**config.mk**
```make
export PLATFORM = sky130hd
export DESIGN_NAME = pp_accum_seq_flat
export DESIGN_NICKNAME = d
export VERILOG_FILES = /design/src/rtl/pp_pkg.sv /design/src/rtl/pp_accum_seq_if.sv /design/src/rtl/pp_row_align.sv /design/src/rtl/pp_accum_seq.sv /design/src/flat_wrapper.sv
export SDC_FILE = /design/constraint.sdc
export NUM_CORES = 1
export LEC_CHECK = 0
export ABC_AREA = 1
export BUFFER_PORTS_ARGS = -buffer_cell sky130_fd_sc_hd__buf_2
export CORE_UTILIZATION = 52
export DETAILED_ROUTE_END_ITERATION = 6
export HOLD_SLACK_MARGIN = 0.08
export PLACE_DENSITY_LB_ADDON = 0.05
export SKIP_CTS_REPAIR_TIMING = 1
export SYNTH_ARGS = -nofsm -noshare
export SYNTH_HDL_FRONTEND = slang
export SYNTH_SLANG_ARGS = --single-unit
```
**constraint.sdc**
```tcl
create_clock -name clk -period 3.4 [get_ports clk]
set_clock_uncertainty 0.05 [all_clocks]
set_input_delay 0.68 -clock clk [delete_from_list [all_inputs] [get_ports clk]]
set_output_delay 0.68 -clock clk [all_outputs]
set_load 0.1 [all_outputs]
```
**src/rtl/pp_pkg.sv**
```systemverilog
// Shared types and constants for the partial-product accumulation stage.
//   PP_N      : number of partial-product rows
//   PROD_W    : product width
//   ROW_IDX_W : width of the row pointer
//   row_w(k)  : bit width of row k (row k spans column weights k..14-k)
//   state_t   : accumulator FSM states
package pp_pkg;

    localparam int unsigned PP_N      = 8;
    localparam int unsigned PROD_W    = 16;
    localparam int unsigned ROW_IDX_W = 3;
    localparam int unsigned ROW0_W    = 15;

    typedef enum logic [1:0] {
        IDLE = 2'd0,
        ACC  = 2'd1,
        HOLD = 2'd2
    } state_t;

    function automatic int unsigned row_w(input int unsigned k);
        return 15 - 2 * k;
    endfunction

endpackage

```
**src/rtl/pp_accum_seq_if.sv**
```systemverilog
// Handshake bundle between the partial-product register, this stage and the consumer.
//   in_valid/in_ready   : row capture handshake
//   pp0..pp7            : rows, row k bit n = column weight n+k
//   out_valid/out_ready : product handshake
//   prod                : 16-bit product
//   busy                : accumulation in progress
// master = producer/consumer side, slave = pp_accum_seq.
interface pp_accum_seq_if;
    import pp_pkg::*;

    logic                  in_valid;
    logic                  in_ready;
    logic [row_w(0)-1:0]   pp0;
    logic [row_w(1)-1:0]   pp1;
    logic [row_w(2)-1:0]   pp2;
    logic [row_w(3)-1:0]   pp3;
    logic [row_w(4)-1:0]   pp4;
    logic [row_w(5)-1:0]   pp5;
    logic [row_w(6)-1:0]   pp6;
    logic [row_w(7)-1:0]   pp7;
    logic                  out_valid;
    logic                  out_ready;
    logic [PROD_W-1:0]     prod;
    logic                  busy;

    modport master (
        output in_valid, pp0, pp1, pp2, pp3, pp4, pp5, pp6, pp7, out_ready,
        input  in_ready, out_valid, prod, busy
    );

    modport slave (
        input  in_valid, pp0, pp1, pp2, pp3, pp4, pp5, pp6, pp7, out_ready,
        output in_ready, out_valid, prod, busy
    );

endinterface

```
**src/rtl/pp_row_align.sv**
```systemverilog
// Aligns one captured row to its column weight (row << k) and optionally
// discards columns below TRUNC_COLS for the approximate build.
//   row       : captured row, zero-extended to 15 bits
//   k         : row index (column weight of bit 0)
//   aligned_c : 16-bit weighted row, combinational
module pp_row_align
    import pp_pkg::*;
#(
    parameter bit          TRUNC_EN   = 1'b0,
    parameter int unsigned TRUNC_COLS = 4
) (
    input  logic [ROW0_W-1:0]    row,
    input  logic [ROW_IDX_W-1:0] k,
    output logic [PROD_W-1:0]    aligned_c
);

    localparam logic [PROD_W-1:0] KEEP_MASK =
        TRUNC_EN ? (16'hFFFF << TRUNC_COLS) : 16'hFFFF;

    assign aligned_c = (PROD_W'(row) << k) & KEEP_MASK;

endmodule

```
**src/rtl/pp_accum_seq.sv**
```systemverilog
// Sequential reduction of eight partial-product rows into a 16-bit product,
// ROWS_PER_CYC rows per cycle, with valid/ready on both sides.
//   clk, rst : clock, asynchronous active-high reset
//   bus      : pp_accum_seq_if.slave (rows in, product out, busy)
// Build option: define APPROX_TRUNC_EN to drop column weights below TRUNC_COLS.
module pp_accum_seq
    import pp_pkg::*;
#(
    parameter int unsigned ROWS_PER_CYC = 1,
    parameter int unsigned TRUNC_COLS   = 4
) (
    input  logic          clk,
    input  logic          rst,
    pp_accum_seq_if.slave bus
);

`ifdef APPROX_TRUNC_EN
    localparam bit TRUNC_EN = 1'b1;
`else
    localparam bit TRUNC_EN = 1'b0;
`endif

    localparam logic [ROW_IDX_W-1:0] LAST_IDX = ROW_IDX_W'(PP_N - ROWS_PER_CYC);
    localparam logic [ROW_IDX_W-1:0] IDX_STEP = ROW_IDX_W'(ROWS_PER_CYC);

    state_t                 state, state_nx;
    logic [PROD_W-1:0]      acc, acc_nx;
    logic [PROD_W-1:0]      prod_q, prod_nx;
    logic [ROW_IDX_W-1:0]   row_idx, row_idx_nx;
    logic [ROW0_W-1:0]      rows_q [PP_N];
    logic [PROD_W-1:0]      lane_row [ROWS_PER_CYC];
    logic [PROD_W-1:0]      lane_sum;
    logic                   in_ready_c;
    logic                   capture;

    // Ready is combinational on out_ready so HOLD can hand off back-to-back.
    assign in_ready_c    = (state == IDLE) || ((state == HOLD) && bus.out_ready);
    assign capture       = in_ready_c && bus.in_valid;
    assign bus.in_ready  = in_ready_c;
    assign bus.out_valid = (state == HOLD);
    assign bus.busy      = (state == ACC);
    assign bus.prod      = prod_q;

    // One alignment lane per row consumed this cycle; row_idx is always a multiple of R.
    for (genvar l = 0; l < ROWS_PER_CYC; l++) begin : g_lane
        logic [ROW_IDX_W-1:0] idx;
        assign idx = row_idx + ROW_IDX_W'(l);
        pp_row_align #(
            .TRUNC_EN   (TRUNC_EN),
            .TRUNC_COLS (TRUNC_COLS)
        ) u_align (
            .row       (rows_q[idx]),
            .k         (idx),
            .aligned_c (lane_row[l])
        );
    end

    // Sum of the active lanes.
    always_comb begin
        lane_sum = '0;
        for (int l = 0; l < ROWS_PER_CYC; l++) begin
            lane_sum = lane_sum + lane_row[l];
        end
    end

    // Next-state, accumulator and result update.
    always_comb begin
        state_nx   = state;
        acc_nx     = acc;
        row_idx_nx = row_idx;
        prod_nx    = prod_q;
        unique case (state)
            IDLE: begin
                if (capture) begin
                    state_nx   = ACC;
                    acc_nx     = '0;
                    row_idx_nx = '0;
                end
            end
            ACC: begin
                acc_nx     = acc + lane_sum;
                row_idx_nx = row_idx + IDX_STEP;
                if (row_idx == LAST_IDX) begin
                    state_nx = HOLD;
                    prod_nx  = acc + lane_sum;
                end
            end
            HOLD: begin
                if (bus.out_ready) begin
                    if (bus.in_valid) begin
                        state_nx   = ACC;
                        acc_nx     = '0;
                        row_idx_nx = '0;
                    end else begin
                        state_nx = IDLE;
                    end
                end
            end
            default: state_nx = IDLE;
        endcase
    end

    // State and datapath registers.
    always_ff @(posedge clk or posedge rst) begin
        if (rst) begin
            state   <= IDLE;
            acc     <= '0;
            prod_q  <= '0;
            row_idx <= '0;
        end else begin
            state   <= state_nx;
            acc     <= acc_nx;
            prod_q  <= prod_nx;
            row_idx <= row_idx_nx;
        end
    end

    // Row capture, zero-extended to a common width.
    always_ff @(posedge clk or posedge rst) begin
        if (rst) begin
            for (int r = 0; r < PP_N; r++) begin
                rows_q[r] <= '0;
            end
        end else if (capture) begin
            rows_q[0] <= bus.pp0;
            rows_q[1] <= ROW0_W'(bus.pp1);
            rows_q[2] <= ROW0_W'(bus.pp2);
            rows_q[3] <= ROW0_W'(bus.pp3);
            rows_q[4] <= ROW0_W'(bus.pp4);
            rows_q[5] <= ROW0_W'(bus.pp5);
            rows_q[6] <= ROW0_W'(bus.pp6);
            rows_q[7] <= ROW0_W'(bus.pp7);
        end
    end

endmodule

```
**src/flat_wrapper.sv**
```systemverilog
// flat-port wrapper written by rule: the top's interface ports become plain ports
module pp_accum_seq_flat import pp_pkg::*;
#(
    parameter int unsigned ROWS_PER_CYC = 1,
    parameter int unsigned TRUNC_COLS   = 4
)
  (clk, rst, bus_in_valid, bus_pp0, bus_pp1, bus_pp2, bus_pp3, bus_pp4, bus_pp5, bus_pp6, bus_pp7, bus_out_ready, bus_in_ready, bus_out_valid, bus_prod, bus_busy);
  pp_accum_seq_if bus_i ();
  input  logic clk;
  input  logic rst;
  input wire logic [$bits(bus_i.in_valid)-1:0] bus_in_valid;
  input wire logic [$bits(bus_i.pp0)-1:0] bus_pp0;
  input wire logic [$bits(bus_i.pp1)-1:0] bus_pp1;
  input wire logic [$bits(bus_i.pp2)-1:0] bus_pp2;
  input wire logic [$bits(bus_i.pp3)-1:0] bus_pp3;
  input wire logic [$bits(bus_i.pp4)-1:0] bus_pp4;
  input wire logic [$bits(bus_i.pp5)-1:0] bus_pp5;
  input wire logic [$bits(bus_i.pp6)-1:0] bus_pp6;
  input wire logic [$bits(bus_i.pp7)-1:0] bus_pp7;
  input wire logic [$bits(bus_i.out_ready)-1:0] bus_out_ready;
  output wire logic [$bits(bus_i.in_ready)-1:0] bus_in_ready;
  output wire logic [$bits(bus_i.out_valid)-1:0] bus_out_valid;
  output wire logic [$bits(bus_i.prod)-1:0] bus_prod;
  output wire logic [$bits(bus_i.busy)-1:0] bus_busy;
  assign bus_i.in_valid = bus_in_valid;
  assign bus_i.pp0 = bus_pp0;
  assign bus_i.pp1 = bus_pp1;
  assign bus_i.pp2 = bus_pp2;
  assign bus_i.pp3 = bus_pp3;
  assign bus_i.pp4 = bus_pp4;
  assign bus_i.pp5 = bus_pp5;
  assign bus_i.pp6 = bus_pp6;
  assign bus_i.pp7 = bus_pp7;
  assign bus_i.out_ready = bus_out_ready;
  assign bus_in_ready = bus_i.in_ready;
  assign bus_out_valid = bus_i.out_valid;
  assign bus_prod = bus_i.prod;
  assign bus_busy = bus_i.busy;
  pp_accum_seq #(.ROWS_PER_CYC(ROWS_PER_CYC), .TRUNC_COLS(TRUNC_COLS)) u_core (.clk(clk), .rst(rst), .bus(bus_i));
endmodule
```
* Word-level counts from Yosys, hierarchy flattened *
Cells that the tools add are included.
W data, S select, Z words.

word-level totals
  register bits = 101
  input bits = 68
  output and inout bits = 19
  word-level logic and storage cells = 48

cells by class
  add/sub/neg operators = 2
  magnitude comparators = 1
  eq/ne operators = 7
  shift-type cells = 1
  muxes and demuxes = 16
  bitwise gates (word level) = 1
  reductions and logical operators = 8

operators with widths
  kind                   count
  $mux W16               3
  $pmux W16 S3           1
  $bmux W15 S3           1
  $mux W15               2
  $add A16 B16 Y16       1
  $shl A15 B3 Y16        1
  $mux W3                3
  $pmux W3 S3            1
  $mux W2                3
  $pmux W2 S3            1
  $ge A4 B4 Y1 const B   1
  $ne A2 B1 Y1 const B   2
  $ne A2 B2 Y1 const B   2
  $not A3 Y4             1
  $reduce_and A4 Y1      1
  $add A3 B1 Y3 const B  1
  $eq A3 B3 Y1 const B   1
  $reduce_and A3 Y1      1
  $reduce_bool A3 Y1     1
  $eq A2 B1 Y1 const B   1
  $eq A2 B2 Y1 const B   1
  $logic_and A1 B1 Y1    2
  $logic_not A2 Y1       1
  $reduce_and A2 Y1      1
  2 further kinds        2

* Logic depth before layout (Yosys ltp) *
  depth in word-level cells = 7
  gate-level depth with buffers = 23
  gate-level depth less buffers = 21

* By module *
From an unflattened synthesis, not the netlist that was laid out.

unflattened totals
  cells, all modules = 807
  area, all modules = 5913.2 um^2

by module, submodules not included
  module        instances  cells an instance  area an instance (um^2)  seq. area each (um^2)
  pp_accum_seq  1          693                5256.3                   2527.4
  pp_row_align  1          114                656.9                    0.0

* Worst setup path before layout *
OpenSTA, ideal clock, no wires.

  kind = register to register
  start = register u_core.row_idx[0]
  end = register u_core.acc[14]
  arrival = 2283 ps
  required time = 3225 ps
  setup slack = 942 ps
  stages on the path, launching flop included = 18
  cell sequence = dfrtp_1 -> buf_6 -> inv_2 -> buf_2 -> nand2_1 -> o211ai_1 -> nand2_1 -> mux2i_1 -> nand2_1 -> o21ai_0 -> nand2_1 -> ha_1 -> a21oi_1 -> o21ai_1 -> a21oi_1 -> nand3_1 -> nand3_1 -> nand2_1

on the way
  cells in the longest elaborated chain, start to end = 7

ends and longest elaborated chain
  element                                      RTL line             text
  start: declaration                           pp_accum_seq.sv:29   logic [ROW_IDX_W-1:0] row_idx, row_idx_nx;
  start signal: assignment                     pp_accum_seq.sv:114  row_idx <= row_idx_nx;
  $not A3 Y4 (implied by the code)             pp_accum_seq.sv:52   .row (rows_q[idx]),
  $bmux W15 S3                                 pp_accum_seq.sv:52
  $mux W15 (implied by the code) (2 in a row)  pp_accum_seq.sv:52
  $shl A15 B3 Y16 *                            pp_row_align.sv:20   assign aligned_c = (PROD_W'(row) << k) & KEEP_MASK;
  $add A16 B16 Y16 *                           pp_accum_seq.sv:81   acc_nx = acc + lane_sum;
  $pmux W16 S3 *                               pp_accum_seq.sv:72   unique case (state)
  end signal: assignment                       pp_accum_seq.sv:112  acc <= acc_nx;
  end: declaration                             pp_accum_seq.sv:27   logic [PROD_W-1:0] acc, acc_nx;

Every way passes the cells marked *; elsewhere a longest branch is shown, timed or not. The select of a mux whose other input is x is not followed.
A chain may end at the register's enable or synchronous reset.

* Worst setup path in the final report *
  start = register u_core.row_idx[1]
  end = register u_core.prod_q[13] (netlist: u_core.bus.prod[13])

on the way
  cells in the longest elaborated chain, start to end = 6

ends and longest elaborated chain
  element                                      RTL line             text
  $not A3 Y4 (implied by the code)             pp_accum_seq.sv:52
  $bmux W15 S3                                 pp_accum_seq.sv:52
  $mux W15 (implied by the code) (2 in a row)  pp_accum_seq.sv:52
  $shl A15 B3 Y16                              pp_row_align.sv:20
  $add A16 B16 Y16                             pp_accum_seq.sv:85   prod_nx = acc + lane_sum;
  end signal: assignment                       pp_accum_seq.sv:113  prod_q <= prod_nx;
  end: declaration                             pp_accum_seq.sv:28   logic [PROD_W-1:0] prod_q, prod_nx;

Several ways; a longest one is shown, not always the timed one. The select of a mux whose other input is x is not followed.

==> metrics.csv <==
stage,metric,value,unit
finish,number of fill cells,1007,
clocking,CTS tree,built,
finish,Nets,945,
setup_path,"Arr. time, crit path",3310,ps
sta,RSZ-0062 raised after global routing,false,
die,chip width,106.7,um
clocking,clk_lat worst skew,390,ps
setup_path,Setup crit start,u_core.row_idx[1],
place,Area after DPL,6208,um^2
drt,routed len/inst,14.51,um
global_routing,vias in the first global route,4945,
sta,Worst Tran Pin Value,564.9,ps
die,Die ar.,11390,um^2
global_routing,first-pass GRT wire length,24340,um
flow_run,MaxCap Viol Count,0,
yosys,"Net Count, Synth",867,
sta,fmax,323.7,MHz
yosys,post-synthesis cell area,5702,um^2
setup_path,reg-to-reg startpoint,u_core.row_idx[1],
clocking,root buffer cell,clkbuf_8,
clocking,H-tree Lvls,3,
clocking,Clock Tree Buf Depth,2,
sta,Max-Slew Margin vs Limit,62.34,%
drt,number of remaining DRC errors,0,
setup_path,worst r2r dst,u_core.bus.prod[13],
setup_path,WP data required,3620,ps
setup_path,R2R setup slack,310,ps
drt,via count,5204,
yosys,top cell type's share of synthesized area,44.33,%
run_status,status,"complete, no violations",
drt,1st-iter DRT viols,461,
place,dpl hpwl,10760,um
yosys,multiplexer share of the synthesized area,0.1756,%
yosys,Most used DFF post-synth,dfrtp_1,
drt,"antenna viol nets, final",0,
yosys,Post-Synth XOR/XNOR Area,0.6144,%
place,GP Congestion,0.8962,
place,DP Worst Slack,118.8,ps
global_routing,grt ovf,0,
drt,routed wire length,14500,um
yosys,Mapped Cells,781,
clocking,Sink Count,101,
finish,antenna diode count,0,
drt,met3 routed WL,738,um
setup_path,Worst Reg-to-Reg Cells,19,
drt,drt first pass iters,5,
yosys,synth top area cells,"dfrtp_1 (44%), nand2_1 (23%), nand3_1 (6.1%)",
sta,"Min Clock Period, post-route",3089,ps
yosys,Post-synth ARST share,100.0,%
die,Top-Level Pins,87,
finish,cell area after layout,6427,um^2
yosys,Unique masters post-synth,37,
sta,period utilisation layout,90.85,%
place,I/O Buffers,86,
yosys,simple-gate area share of the yosys netlist,34.10,%
yosys,commonest cells in the synthesized netlist,"nand2_1 (346), dfrtp_1 (101), nand3_1 (70)",
finish,ratio of cells with drive above 1 in the final layout,15.64,%
drt,detailed-route vias per instance,5.209,
drt,DR top layer,met4,
drt,wire length on met1,7536,um
yosys,Seq cells post-synth,101,
yosys,top-count cell post-synth,nand2_1,
global_routing,initial antenna violation count,0,
drt,metal2 WL,6004,um
setup_path,nature of the critical path startpoint,register,
yosys,largest family of logic cells by synthesized area,simple AND/OR/NAND/NOR gates,
global_routing,largest net degree at the start of global routing,61,
sta,Final Hold Fails,0,
yosys,"EDFF count, synth",0,
yosys,Mean Syn Cell Area,7.301,um^2
min_path,worst hold path type,input pin to asynchronous set/reset pin,
finish,Layout area overhead,12.73,%
global_routing,GRT Util Overall,27.40,%
setup_path,kind of critical path,register to register,
sta,Final Slew Violations,0,
clocking,clock slew at reported path FFs,90,ps
die,Chip Height,106.7,um
setup_path,Worst setup EP type,register,
die,Initial Util,54.50,%
yosys,Synth Warn #,0,
sta,worst setup margin,311.1,ps
sta,Hold Slack,290.8,ps
sta,Post-Route Setup TNS,0,ps
yosys,Synth Area in Compound Gates,8.273,%
clocking,CTS buffer count,9,
die,core footprint,10460,um^2
yosys,"area leader, netlist",dfrtp_1,
yosys,sequential-to-total area share from yosys stat,44.33,%
yosys,Post-Synth Adder-Cell Area,4.082,%
die,Rows,37,
setup_path,worst-path maximum fanout,9,
sta,endpoints failing setup,0,
[metrics by stage]
| stage | cells | util [%] |
|---|---|---|
| floorplan | 781 | - |
| finish | 999 | 61.43 |
| global route | 999 | 61.43 |
| detailed placement | 983 | 59.34 |
| global placement | 983 | 59.34 |
| CTS | 998 | 61.30 |
[state kept, by name (all words and copies together) (netlist names)]
| signal | flops |
|---|---|
| u_core.bus.prod | 16 |
| u_core.acc | 16 |
| u_core.state | 2 |
| u_core.rows_q | 64 |
| u_core.row_idx | 3 |
[layout by cell type (no fill, tap or decap), types with 2 or more instances in the layout]
cell type  Yosys  routed
inv_4          3       4
clkbuf_8       0       9
o21ai_1       55      55
o22ai_1        2       2
inv_2          7       7
nand2_1      346     346
nand3_1       70      69
nand4_1        7       7
nor2_1        23      23
nor2_4         4       4
o21ai_0        6       6
clkbuf_1       5       2
o211ai_1       3       3
xnor2_1        3       3
and2_1         2       2
bufinv_16      0       2
nand3b_1       7       7
buf_4          8      14
dfrtp_1      101     100
a21oi_1       19      19
buf_2         15      86
ha_1          17      17
inv_1         58      57
[worst max path at each step]
stage	slack (ps)	endpoint
after global routing	40	u_core.bus.prod[15]
after floorplan	20	u_core.acc[0]
after CTS	90	u_core.bus.prod[8]
after detailed placement	120	u_core.bus.prod[8]
after global placement	120	u_core.bus.prod[8]
final	310	u_core.bus.prod[13]
[kinds of logic after synthesis]
family,after synthesis
AOI/OAI and AO/OA,89
xor gates and xnor gates,4
adders and majority gates,18
buffers and inverters,103
DFF,101
muxes,1
and+or+nand+nor,465
[cell type report]
cell class | count | area (um^2) | share of cell area (%)
clock buffers | 11 | 131.4 | 2.044
clock inverters | 4 | 73.82 | 1.149
inverters | 69 | 269.0 | 4.185
multi-input cells | 577 | 2699 | 41.99
flip-flops and latches | 101 | 2529 | 39.34
well taps | 136 | 170.2 | 2.647
repair buffers | 101 | 555.5 | 8.643
[routing by layer]
metal / vias to the layer above / global-route usage (%)
met1: 2405 / 41.26
met3: 17 / 5.167
met5: - / 0
li1: 2633 / -
met4: 0 / 9.393
met2: 149 / 39.31
[worst max-delay path, stage by stage (launching register included)]
cell and delay (ps):
dfrtp_1 480, buf_4 230, buf_4 170, nor2_4 50, nand3_1 80, nand2_1 50
nor2_1 210, nand2_1 130, inv_2 80, nand2_1 60, nand2_1 70, nand2_1 50
nand2_1 90, ha_1 280, a21oi_1 250, o21ai_0 160, a21oi_1 190, nand3_1 120
nand3_1 100, nand2_1 70
Power is left out: the tool's default activity adds up to more than one toggle a clock period on the data nets, which glitch-free logic cannot reach.
